===== src/rtl/ram_arbiter_pkg.sv =====
// Shared constants for the two-master RAM arbiter: bus widths, RAM geometry,
// and the master-index encoding used by the grant logic and response path.
package ram_arbiter_pkg;

   localparam int ADDR_WIDTH     = 32;
   localparam int DATA_WIDTH     = 32;
   localparam int RAM_ADDR_WIDTH = 10;
   localparam int RAM_SIZE       = 1 << RAM_ADDR_WIDTH;

   localparam logic                  WRITE_ENABLE = 1'b1;
   localparam logic [DATA_WIDTH-1:0] ZERO         = '0;

   localparam logic M0 = 1'b0;
   localparam logic M1 = 1'b1;

endpackage : ram_arbiter_pkg


===== src/rtl/ram_arbiter_if.sv =====
// Bus bundle between the fetch master, the load/store master, the arbiter and the RAM.
// The slave modport is the arbiter's view; master is the view of the agents around it.
interface ram_arbiter_if #(
   parameter int ADDR_WIDTH = ram_arbiter_pkg::ADDR_WIDTH,
   parameter int DATA_WIDTH = ram_arbiter_pkg::DATA_WIDTH
);

   logic                  m0_req_i;
   logic [ADDR_WIDTH-1:0] m0_addr_i;
   logic                  m0_gnt_o;
   logic                  m0_rvalid_o;
   logic [DATA_WIDTH-1:0] m0_rdata_o;
   logic                  m0_err_o;

   logic                  m1_req_i;
   logic                  m1_we_i;
   logic [ADDR_WIDTH-1:0] m1_addr_i;
   logic [DATA_WIDTH-1:0] m1_wdata_i;
   logic                  m1_gnt_o;
   logic                  m1_rvalid_o;
   logic [DATA_WIDTH-1:0] m1_rdata_o;
   logic                  m1_err_o;

   logic                  ram_we_o;
   logic [ADDR_WIDTH-1:0] ram_addr_o;
   logic [DATA_WIDTH-1:0] ram_wdata_o;
   logic [DATA_WIDTH-1:0] ram_rdata_i;

   modport slave (
      input  m0_req_i, m0_addr_i,
      output m0_gnt_o, m0_rvalid_o, m0_rdata_o, m0_err_o,
      input  m1_req_i, m1_we_i, m1_addr_i, m1_wdata_i,
      output m1_gnt_o, m1_rvalid_o, m1_rdata_o, m1_err_o,
      output ram_we_o, ram_addr_o, ram_wdata_o,
      input  ram_rdata_i
   );

   modport master (
      output m0_req_i, m0_addr_i,
      input  m0_gnt_o, m0_rvalid_o, m0_rdata_o, m0_err_o,
      output m1_req_i, m1_we_i, m1_addr_i, m1_wdata_i,
      input  m1_gnt_o, m1_rvalid_o, m1_rdata_o, m1_err_o,
      input  ram_we_o, ram_addr_o, ram_wdata_o,
      output ram_rdata_i
   );

endinterface : ram_arbiter_if


===== src/rtl/ram_arbiter_rr_arb2.sv =====
// Two-request round-robin grant: under contention the master that did not win
// last time is chosen; last_q only moves when a request is actually accepted.
module rr_arb2
   import ram_arbiter_pkg::*;
(
   input  logic clk_i,
   input  logic rst_ni,
   input  logic req0,
   input  logic req1,
   output logic gnt0,
   output logic gnt1,
   output logic winner,
   output logic accept
);

   logic last_q;

   always_comb begin
      winner = M0;
      if (req0 && req1) begin
         winner = (last_q == M0) ? M1 : M0;
      end else if (req1) begin
         winner = M1;
      end
   end

   assign accept = req0 | req1;
   assign gnt0   = accept & (winner == M0);
   assign gnt1   = accept & (winner == M1);

   // NOTE: state registers use non-blocking assignments so every flop samples
   // pre-edge values; reset to M1 makes m0 the first contention winner.
   always_ff @(posedge clk_i or negedge rst_ni) begin
      if (!rst_ni) begin
         last_q <= M1;
      end else if (accept) begin
         last_q <= winner;
      end
   end

endmodule : rr_arb2


===== src/rtl/ram_arbiter.sv =====
// Shares one combinational-read / synchronous-write word RAM between fetch (m0)
// and load/store (m1): round-robin grant, legality filter, registered one-cycle responses.
module ram_arbiter
   import ram_arbiter_pkg::*;
#(
   parameter int ADDR_WIDTH     = ram_arbiter_pkg::ADDR_WIDTH,
   parameter int DATA_WIDTH     = ram_arbiter_pkg::DATA_WIDTH,
   parameter int RAM_ADDR_WIDTH = ram_arbiter_pkg::RAM_ADDR_WIDTH
) (
   input  logic          clk_i,
   input  logic          rst_ni,
   ram_arbiter_if.slave  bus
);

   // Only the word-index bits may be set; alignment bits and anything above the RAM are illegal.
   localparam logic [ADDR_WIDTH-1:0] LEGAL_MASK =
      ADDR_WIDTH'(((64'd1 << (RAM_ADDR_WIDTH + 2)) - 64'd1) & ~64'd3);

   logic                  req0, req1;
   logic                  gnt0, gnt1, winner, accept;
   logic [ADDR_WIDTH-1:0] sel_addr;
   logic [DATA_WIDTH-1:0] sel_wdata;
   logic                  sel_write;
   logic                  legal;
   logic [DATA_WIDTH-1:0] rsp_data;

   logic                  m0_rvalid_q, m1_rvalid_q;
   logic [DATA_WIDTH-1:0] m0_rdata_q,  m1_rdata_q;
   logic                  m0_err_q,    m1_err_q;

   // NOTE: requests are gated by reset so an asserted rst_ni drops the grant and
   // blocks a same-cycle RAM write combinationally, not just at the next edge.
   assign req0 = bus.m0_req_i & rst_ni;
   assign req1 = bus.m1_req_i & rst_ni;

   rr_arb2 u_rr_arb2 (
      .clk_i  (clk_i),
      .rst_ni (rst_ni),
      .req0   (req0),
      .req1   (req1),
      .gnt0   (gnt0),
      .gnt1   (gnt1),
      .winner (winner),
      .accept (accept)
   );

   always_comb begin
      sel_addr  = '0;
      sel_wdata = DATA_WIDTH'(ZERO);
      sel_write = 1'b0;
      if (accept) begin
         if (winner == M1) begin
            sel_addr  = bus.m1_addr_i;
            sel_wdata = bus.m1_wdata_i;
            sel_write = (bus.m1_we_i == WRITE_ENABLE);
         end else begin
            sel_addr  = bus.m0_addr_i;
         end
      end
   end

   assign legal    = (sel_addr & ~LEGAL_MASK) == '0;
   assign rsp_data = (legal && !sel_write) ? bus.ram_rdata_i : DATA_WIDTH'(ZERO);

   assign bus.m0_gnt_o    = gnt0;
   assign bus.m1_gnt_o    = gnt1;
   assign bus.ram_we_o    = sel_write & legal;
   assign bus.ram_addr_o  = sel_addr;
   assign bus.ram_wdata_o = sel_wdata;

   // rvalid pulses for one cycle; rdata/err are only reloaded on a response.
   always_ff @(posedge clk_i or negedge rst_ni) begin
      if (!rst_ni) begin
         m0_rvalid_q <= 1'b0;
         m1_rvalid_q <= 1'b0;
         m0_rdata_q  <= '0;
         m1_rdata_q  <= '0;
         m0_err_q    <= 1'b0;
         m1_err_q    <= 1'b0;
      end else begin
         m0_rvalid_q <= gnt0;
         m1_rvalid_q <= gnt1;
         if (gnt0) begin
            m0_rdata_q <= rsp_data;
            m0_err_q   <= ~legal;
         end
         if (gnt1) begin
            m1_rdata_q <= rsp_data;
            m1_err_q   <= ~legal;
         end
      end
   end

   assign bus.m0_rvalid_o = m0_rvalid_q;
   assign bus.m0_rdata_o  = m0_rdata_q;
   assign bus.m0_err_o    = m0_err_q;
   assign bus.m1_rvalid_o = m1_rvalid_q;
   assign bus.m1_rdata_o  = m1_rdata_q;
   assign bus.m1_err_o    = m1_err_q;

endmodule : ram_arbiter


===== src/flat_wrapper.sv =====
// flat-port wrapper written by rule: the top's interface ports become plain ports
module ram_arbiter_flat import ram_arbiter_pkg::*;
#(
   parameter int ADDR_WIDTH     = ram_arbiter_pkg::ADDR_WIDTH,
   parameter int DATA_WIDTH     = ram_arbiter_pkg::DATA_WIDTH,
   parameter int RAM_ADDR_WIDTH = ram_arbiter_pkg::RAM_ADDR_WIDTH
)
  (clk_i, rst_ni, bus_m0_req_i, bus_m0_addr_i, bus_m0_gnt_o, bus_m0_rvalid_o, bus_m0_rdata_o, bus_m0_err_o, bus_m1_req_i, bus_m1_we_i, bus_m1_addr_i, bus_m1_wdata_i, bus_m1_gnt_o, bus_m1_rvalid_o, bus_m1_rdata_o, bus_m1_err_o, bus_ram_we_o, bus_ram_addr_o, bus_ram_wdata_o, bus_ram_rdata_i);
  ram_arbiter_if #(.ADDR_WIDTH(ADDR_WIDTH), .DATA_WIDTH(DATA_WIDTH)) bus_i ();
  input  logic clk_i;
  input  logic rst_ni;
  input wire logic [$bits(bus_i.m0_req_i)-1:0] bus_m0_req_i;
  input wire logic [$bits(bus_i.m0_addr_i)-1:0] bus_m0_addr_i;
  output wire logic [$bits(bus_i.m0_gnt_o)-1:0] bus_m0_gnt_o;
  output wire logic [$bits(bus_i.m0_rvalid_o)-1:0] bus_m0_rvalid_o;
  output wire logic [$bits(bus_i.m0_rdata_o)-1:0] bus_m0_rdata_o;
  output wire logic [$bits(bus_i.m0_err_o)-1:0] bus_m0_err_o;
  input wire logic [$bits(bus_i.m1_req_i)-1:0] bus_m1_req_i;
  input wire logic [$bits(bus_i.m1_we_i)-1:0] bus_m1_we_i;
  input wire logic [$bits(bus_i.m1_addr_i)-1:0] bus_m1_addr_i;
  input wire logic [$bits(bus_i.m1_wdata_i)-1:0] bus_m1_wdata_i;
  output wire logic [$bits(bus_i.m1_gnt_o)-1:0] bus_m1_gnt_o;
  output wire logic [$bits(bus_i.m1_rvalid_o)-1:0] bus_m1_rvalid_o;
  output wire logic [$bits(bus_i.m1_rdata_o)-1:0] bus_m1_rdata_o;
  output wire logic [$bits(bus_i.m1_err_o)-1:0] bus_m1_err_o;
  output wire logic [$bits(bus_i.ram_we_o)-1:0] bus_ram_we_o;
  output wire logic [$bits(bus_i.ram_addr_o)-1:0] bus_ram_addr_o;
  output wire logic [$bits(bus_i.ram_wdata_o)-1:0] bus_ram_wdata_o;
  input wire logic [$bits(bus_i.ram_rdata_i)-1:0] bus_ram_rdata_i;
  assign bus_i.m0_req_i = bus_m0_req_i;
  assign bus_i.m0_addr_i = bus_m0_addr_i;
  assign bus_m0_gnt_o = bus_i.m0_gnt_o;
  assign bus_m0_rvalid_o = bus_i.m0_rvalid_o;
  assign bus_m0_rdata_o = bus_i.m0_rdata_o;
  assign bus_m0_err_o = bus_i.m0_err_o;
  assign bus_i.m1_req_i = bus_m1_req_i;
  assign bus_i.m1_we_i = bus_m1_we_i;
  assign bus_i.m1_addr_i = bus_m1_addr_i;
  assign bus_i.m1_wdata_i = bus_m1_wdata_i;
  assign bus_m1_gnt_o = bus_i.m1_gnt_o;
  assign bus_m1_rvalid_o = bus_i.m1_rvalid_o;
  assign bus_m1_rdata_o = bus_i.m1_rdata_o;
  assign bus_m1_err_o = bus_i.m1_err_o;
  assign bus_ram_we_o = bus_i.ram_we_o;
  assign bus_ram_addr_o = bus_i.ram_addr_o;
  assign bus_ram_wdata_o = bus_i.ram_wdata_o;
  assign bus_i.ram_rdata_i = bus_ram_rdata_i;
  ram_arbiter #(.ADDR_WIDTH(ADDR_WIDTH), .DATA_WIDTH(DATA_WIDTH), .RAM_ADDR_WIDTH(RAM_ADDR_WIDTH)) u_core (.clk_i(clk_i), .rst_ni(rst_ni), .bus(bus_i));
endmodule

===== config.mk =====
export PLATFORM = sky130hd
export DESIGN_NAME = ram_arbiter_flat
export DESIGN_NICKNAME = d
export VERILOG_FILES = /design/src/rtl/ram_arbiter_pkg.sv /design/src/rtl/ram_arbiter_if.sv /design/src/rtl/ram_arbiter_rr_arb2.sv /design/src/rtl/ram_arbiter.sv /design/src/flat_wrapper.sv
export SDC_FILE = /design/constraint.sdc
export NUM_CORES = 1
export LEC_CHECK = 0
export ABC_AREA = 1
export CORE_AREA = 2 2 104 106
export CTS_BUF_LIST = sky130_fd_sc_hd__clkbuf_2
export CTS_CLUSTER_SIZE = 28
export DETAILED_ROUTE_END_ITERATION = 7
export DIE_AREA = 0 0 106 108
export GPL_ROUTABILITY_DRIVEN = 0
export PLACE_DENSITY_LB_ADDON = 0.08
export SYNTH_ARGS = -nofsm -noshare
export SYNTH_HDL_FRONTEND = slang
export SYNTH_SLANG_ARGS = --single-unit

===== constraint.sdc =====
create_clock -name clk_i -period 3.1 [get_ports clk_i]
set_input_delay 0.62 -clock clk_i [delete_from_list [all_inputs] [get_ports clk_i]]
set_output_delay 0.62 -clock clk_i [all_outputs]
set_load 0.005 [all_outputs]

==> results.py, run 1 <==
metrics = {
    "status": {
        "status": "completed",
    },
    "worst_setup_path": {
        "worst-path-stages": 7,
        "worst_ep_required_time_ns": 2.48,
        "cp_slowest_cell": "clkdlybuf4s50_1",
        "r2r_cells": 13,
        "critPathMaxStageDelay_ns": 0.50,
        "cp_top_family": "buffers and inverters",
        "arrival_ns": 2.36,
        "timing.critical_path.cells": "dlygate4sd2_1 > nand2_1 > buf_4 > a21oi_4 > buf_6 > a22o_1 > clkdlybuf4s50_1",
        "critical_path.endpoint_type": "output port",
        "setup.worst_path.start_class": "input port",
        "cp_max_fo": 12,
        "worstSetupPathType": "in -> out",
        "cp_num_buf_inv": 4,
    },
    "layout": {
        "drive_gt1_share_pct": 9.35,
        "areaGrowthSynthToFinish_pct": 86.5,
        "num_antenna_cells": 0,
        "final_cell_mix": "263 x clkdlybuf4s50_1, 164 x nand2_1, 68 x dfrtp_1, 65 x nand4_1, 44 x inv_1",
        "multi_input_area_um2": 1570,
        "final_cell_count_no_fill": 906,
        "regArea_um2": 1730,
        "nFillCells": 885,
        "fin_nets": 898,
        "final_common_cell": "clkdlybuf4s50_1",
    },
    "timing": {
        "hold_viol_final": 0,
        "setup_ws_ns": 0.120,
        "fmax_mhz": 336,
        "whs_ns": 0.331,
        "fin_skew_ns": 0.0438,
        "setup_tns_ns": 0,
        "layout_min_cycle_time_ns": 2.98,
        "max_slew.worst_pin.slew_ns": 0.867,
        "relSlewSlack_pct": 42.2,
        "fin_crit_sh_pct": 96.1,
        "slew_viol_final": 0,
        "setup_violations": 0,
    },
    "drt": {
        "viasPerCell": 4.83,
        "drc_errors": 0,
        "wire_per_inst_um": 16.0,
        "wirelength_um": 14500,
        "firstDrtPassIters": 4,
        "dr.first_iter.drc_count": 172,
        "ant_nets": 0,
        "via_count": 4379,
    },
    "global_routing": {
        "grt_max_degree": 70,
        "track_usage_pct": 25.0,
        "antenna_found_initial": 0,
        "grt_pass1_wl_um": 22400,
        "grt_overflow": 0,
        "grt_pass1_vias": 4318,
    },
    "power": {
        "swShare_pct": 27.3,
        "power_frac_comb_pct": 28.0,
        "switchingPower_uw": 613,
        "clock_power_share_pct": 30.3,
        "vdd.ir_drop.worst_mv": 0.216,
        "power_leakage_nw": 3.37,
        "seq_power_share_pct": 41.6,
        "power_density_nw_per_um2": 330,
        "p_int_mw": 1.64,
    },
    "clock_network": {
        "root_buffer": "clkbuf_2",
        "clkTransAtPathRegs_ns": 0.20,
        "cts_tree": "built",
        "cts_max_level": 3,
        "postCtsHoldBufs": 0,
        "cts-buffers-inserted": 9,
        "clockBufferDepth": 2,
        "clk_latency_ns": 0.51,
        "clock_sinks": 69,
    },
    "synth": {
        "synthFlopType": "dfrtp_1",
        "synthArstFlopShare_pct": 100,
        "syn_nets": 619,
        "syn_area_per_cell_um2": 7.52,
        "synthCells": 486,
        "synthDistinctLibCells": 22,
        "synth_seq_area_share_pct": 47.3,
        "synth_edf_count": 0,
        "yosysWarnings": 0,
        "synth_seq_cells": 69,
        "yosysTopAreaCell": "dfrtp_1",
        "syn_area_um2": 3650,
        "synth_area_leaders": "dfrtp_1 47%, nand2_1 17%, nand4_1 11%",
        "synth_top_area_share_pct": 46.6,
    },
    "placed_design": {
        "port-buffer-count": 267,
        "dp_hpwl_um": 10900,
        "dp_slack_ns": -0.142,
        "dp.cells": 887,
    },
    "die": {
        "dieWidth_um": 106,
        "start_util_pct": 35.7,
        "pin_count": 268,
        "die_area_um2": 11400,
        "fp.dieH_um": 108,
        "core_area_um2": 10200,
        "rows": 37,
    },
    "hold_path": {
        "min_path_type": "in -> async",
    },
    "flow_run": {
        "drv_cap": 0,
    },
}
[power groups by stage]
stage	Sequential (mW)	Clock [mW]	Combinational, mW
2_1_floorplan	0.953	0	0.191
3_3_place_gp	0.952	0	0.611
3_5_place_dp	0.953	0	0.617
4_1_cts	0.937	0.699	0.626
5_1_grt	0.939	0.737	0.683
6_report	0.936	0.682	0.631
[flip-flops by register name, indices dropped and copies added, names as in the netlist]
| register | cells |
|---|---|
| u_core.bus.m0_err_o | 1 |
| u_core.bus.m1_rdata_o | 32 |
| u_core.bus.m0_rvalid_o | 1 |
| u_core.u_rr_arb2.last_q | 1 |
| u_core.bus.m1_err_o | 1 |
| u_core.bus.m0_rdata_o | 32 |
| u_core.bus.m1_rvalid_o | 1 |
[cell usage after synthesis, drive strengths merged, types with 2 or more instances]
cell	count
nand4	65
o21ai	6
a22o	10
buf	22
a21oi	2
nor2	43
inv	49
clkbuf	15
nand2	173
nand3	31
dfrtp	68
[cell type report]
type,instances,area share (%)
well taps,136,2.50
flip-flops and latches,69,25.4
inverters,49,2.74
clock buffers,10,0.735
repair buffers,304,44.0
multi-input cells,332,23.0
clock inverters,6,1.62
[final timing paths]
path / start / endpoint / slack [ns]
min: rst_ni / u_core.bus.m0_rdata_o[9] / 0.33
min reg2reg: u_core.bus.m1_rdata_o[0] / u_core.bus.m1_rdata_o[0] / 0.50
max in group asynchronous: rst_ni / u_core.bus.m1_rdata_o[1] / 2.18
max: bus_m1_req_i / bus_ram_addr_o[10] / 0.12
min in group clk_i: u_core.bus.m1_rdata_o[0] / u_core.bus.m1_rdata_o[0] / 0.50
max reg2reg: u_core.u_rr_arb2.last_q / u_core.bus.m1_rdata_o[9] / 0.98
[worst register-to-register path, cell delays in order (launching register included)]
cell	delay, ns
dfstp_2	0.60
nand2_2	0.09
buf_12	0.15
nand3_1	0.07
nand2_1	0.07
nor2_1	0.12
nand2_1	0.07
nor2_1	0.10
nand2_1	0.09
buf_4	0.15
nor2_4	0.15
buf_12	0.20
nand4_1	0.12
nand2_1	0.08
[routing by layer]
metal | GRT usage (%) | wire (um)
met5 | 0 | 0
met3 | 7.66 | 1140
met1 | 29.4 | 5830
met2 | 44.5 | 7280
met4 | 6.86 | 195
[through the flow]
stage               utilization (%)  total power, mW  cell area, um2
floorplan                         -             1.14            3650
global placement               64.6             1.56            6610
detailed placement             64.6             1.57            6610
CTS                            66.3             2.26            6780
global route                   66.6             2.36            6810
finish                         66.6             2.25            6810
[kinds of logic (layout without fill, tap and decap cells)]
logic type,after synthesis,in the layout,share of synthesized area [%]
AND/OR/NAND/NOR,313,314,38.7
buffers and inverters,86,369,10.4
flip-flops,69,69,47.3
AO/OA/AOI/OAI,18,18,3.60
[repair_timing]
item,4_1_cts,5_1_grt
gates resized for setup,5,6
pin swaps,1,1
setup endpoints to repair,44,26
setup buffers,1,1
cloned,1,0
Power figures use the tool's default switching activity.
==> run 2: changes to the inputs <==
--- a/config.mk
+++ b/config.mk
@@ -6,13 +6,13 @@
 export NUM_CORES = 1
 export LEC_CHECK = 0
 export ABC_AREA = 1
-export CORE_AREA = 2 2 104 106
+export CORE_UTILIZATION = 42
 export CTS_BUF_LIST = sky130_fd_sc_hd__clkbuf_2
 export CTS_CLUSTER_SIZE = 28
 export DETAILED_ROUTE_END_ITERATION = 7
-export DIE_AREA = 0 0 106 108
 export GPL_ROUTABILITY_DRIVEN = 0
 export PLACE_DENSITY_LB_ADDON = 0.08
 export SYNTH_ARGS = -nofsm -noshare
 export SYNTH_HDL_FRONTEND = slang
+export SYNTH_HIERARCHICAL = 1
 export SYNTH_SLANG_ARGS = --single-unit
==> results.py, run 2 <==
metrics = {
    "status": {
        "status": "complete, but fails checks",
        "violations": "setup timing",
    },
    "placed_design": {
        "port-buffer-count": 267,
        "place_area_um2": 7330,
        "dp_slack_ns": -0.489,
        "dp.cells": 995,
        "dp_hpwl_um": 11800,
    },
    "hold_path": {
        "min_path_type": "in -> async",
    },
    "timing": {
        "whs_ns": 0.313,
        "layout_min_cycle_time_ns": 3.20,
        "setup_tns_ns": -0.911,
        "grt_setup_unrepaired": "yes",
        "hold_viol_final": 0,
        "fmax_mhz": 312,
        "setup_violations": 22,
        "relSlewSlack_pct": 41.5,
        "fin_skew_ns": 0.0287,
        "fin_crit_sh_pct": 103,
        "slew_viol_final": 0,
        "setup_ws_ns": -0.104,
        "max_slew.worst_pin.slew_ns": 0.877,
    },
    "global_routing": {
        "track_usage_pct": 29.1,
        "antenna_found_initial": 0,
        "grt_max_degree": 70,
        "grt_overflow": 0,
        "grt_pass1_wl_um": 24900,
        "grt_pass1_vias": 4956,
    },
    "layout": {
        "drive_gt1_share_pct": 12.9,
        "final_cell_count_no_fill": 1020,
        "utilization_pct": 74.1,
        "areaGrowthSynthToFinish_pct": 72.2,
        "fin_nets": 1012,
        "final_common_cell": "clkdlybuf4s50_1",
        "final_cell_area_um2": 7620,
        "final_cell_mix": "216 x clkdlybuf4s50_1, 167 x inv_1, 122 x nor2_1, 68 x dfrtp_1, 64 x o21bai_1",
        "num_antenna_cells": 0,
    },
    "clock_network": {
        "clockBufferDepth": 2,
        "clk_latency_ns": 0.51,
        "clock_sinks": 69,
        "root_buffer": "clkbuf_2",
        "cts-buffers-inserted": 9,
        "cts_tree": "built",
        "cts_max_level": 3,
        "postCtsHoldBufs": 0,
        "clkTransAtPathRegs_ns": 0.21,
    },
    "drt": {
        "viasPerCell": 4.76,
        "firstDrtPassIters": 5,
        "wire_per_inst_um": 15.8,
        "ant_nets": 0,
        "drc_errors": 0,
        "via_count": 4859,
        "wirelength_um": 16100,
        "dr.first_iter.drc_count": 250,
    },
    "worst_setup_path": {
        "r2r_cells": 17,
        "r2r_end": "u_core/bus.m1_rdata_o[20]",
        "worstSetupPathType": "in -> out",
        "timing.critical_path.cells": "clkdlybuf4s50_1 > nand2_1 > inv_1 > nand2_1 > inv_2 > nor2_2 > buf_12 > inv_4 > buf_12 > buf_8 > nand2_1 > nand3_1 > nand2_1 > nor2_2 > nand2_2 > nor2_8 > nand2_2 > nor2_1 > buf_2",
        "cp_slowest_cell": "clkdlybuf4s50_1",
        "arrival_ns": 2.58,
        "cp_top_family": "buffers and inverters",
        "rrSetupSlack_ns": 0.35,
        "cp_num_buf_inv": 8,
        "critical_path.endpoint_type": "output port",
        "worst_ep_required_time_ns": 2.48,
        "reg2reg_from": "u_core/u_rr_arb2/last_q",
        "critPathMaxStageDelay_ns": 0.46,
        "setup.worst_path.start_class": "input port",
        "cp_max_fo": 10,
        "critPathMostFrequentCell": "nand2_1",
    },
    "power": {
        "p_int_mw": 1.50,
        "power_density_nw_per_um2": 282,
        "vdd.ir_drop.worst_mv": 0.175,
        "switchingPower_uw": 642,
        "finalPower_mw": 2.15,
        "seq_power_share_pct": 42.6,
        "swShare_pct": 29.9,
        "clock_power_share_pct": 29.2,
        "power_leakage_nw": 3.92,
        "power_frac_comb_pct": 28.2,
    },
    "die": {
        "core_area_um2": 10300,
        "fp.dieH_um": 105,
        "die_area_um2": 11000,
        "rows": 37,
        "start_util_pct": 43.1,
        "dieWidth_um": 105,
        "pin_count": 268,
    },
    "synth": {
        "synthArstFlopShare_pct": 100,
        "syn_nets": 731,
        "synth_seq_area_share_pct": 39.0,
        "synthDistinctLibCells": 25,
        "yosysWarnings": 6,
        "synth_seq_cells": 69,
        "synth_edf_count": 0,
        "yosysTopAreaCell": "dfrtp_1",
        "yosys-top-cells-count": "168 x inv_1, 125 x nor2_1, 68 x dfrtp_1",
        "synthCells": 598,
        "synth_area_leaders": "dfrtp_1 38%, inv_1 14%, o21bai_1 11%",
        "synth_top_area_share_pct": 38.5,
        "yosysMostFrequentCell": "inv_1",
        "synthFlopType": "dfrtp_1",
        "syn_area_um2": 4430,
        "syn_area_per_cell_um2": 7.40,
    },
    "flow_run": {
        "drv_cap": 0,
    },
}
## run 2: cell count changes after synthesis, moves of 4 or more
cell	delta
inv_1	+124
nand4_1	-60
nand4_2	+27
o21ai_0	+6
nor2_1	+83
o21bai_1	+64
nand2_2	-4
or2_1	+4
nand2_1	-109
nand3_1	-9
buf_1	-9
clkbuf_1	+6
a22o_1	-10
## run 2: routing by layer
| layer | GRT usage, % | vias up | part of all wire (%) |
|---|---|---|---|
| met1 | 32.7 | 2262 | 36 |
| met2 | 51.7 | 223 | 52 |
| met5 | 0 | - | 0 |
| met3 | 7.11 | 38 | 7.7 |
| met4 | 13.5 | 0 | 3.9 |
| li1 | - | 2336 | - |
## run 2: area by class of cell
class / count / area (um2)
tap: 136 / 170
clock inverter: 7 / 97.6
multi-input combinational: 323 / 1910
inverter: 170 / 641
clock buffer: 9 / 45.0
timing repair buffer: 306 / 3030
sequential: 69 / 1730
fill: 842 / 2660
## run 2: cell families (layout without fill, tap and decap cells)
kind of cell / Yosys count / in the layout / synth area share (%)
simple gates: 246 / 246 / 28.8
buf+inv: 206 / 492 / 19.8
compound gates: 77 / 77 / 12.4
flops: 69 / 69 / 39.0
## run 2: how the worst max path moves through the flow
stage,startpoint,endpoint,slack (ns),cells after the start
2_1_floorplan,bus_m1_req_i,bus_ram_we_o,0.41,15
3_3_place_gp,bus_m1_req_i,bus_ram_we_o,-0.44,16
3_5_place_dp,bus_m0_req_i,bus_ram_we_o,-0.49,15
4_1_cts,bus_m0_req_i,bus_ram_we_o,-0.15,15
5_1_grt,bus_m0_req_i,bus_ram_we_o,-0.20,19
6_report,bus_m0_req_i,bus_ram_we_o,-0.10,19
## run 2: power groups by stage
stage | Combinational (mW) | Clock, mW | Sequential [mW]
2_1_floorplan | 0.219 | 0 | 0.930
3_3_place_gp | 0.579 | 0 | 0.930
3_5_place_dp | 0.584 | 0 | 0.931
4_1_cts | 0.589 | 0.638 | 0.915
5_1_grt | 0.651 | 0.681 | 0.917
6_report | 0.605 | 0.626 | 0.915
## run 2: repair_timing
action,CTS,global route
endpoints found under the hold margin,0,0
endpoints found under the setup margin,53,21
pin swaps,0,8
buffers inserted,3,4
gates cloned,2,0
gates resized for setup,55,23
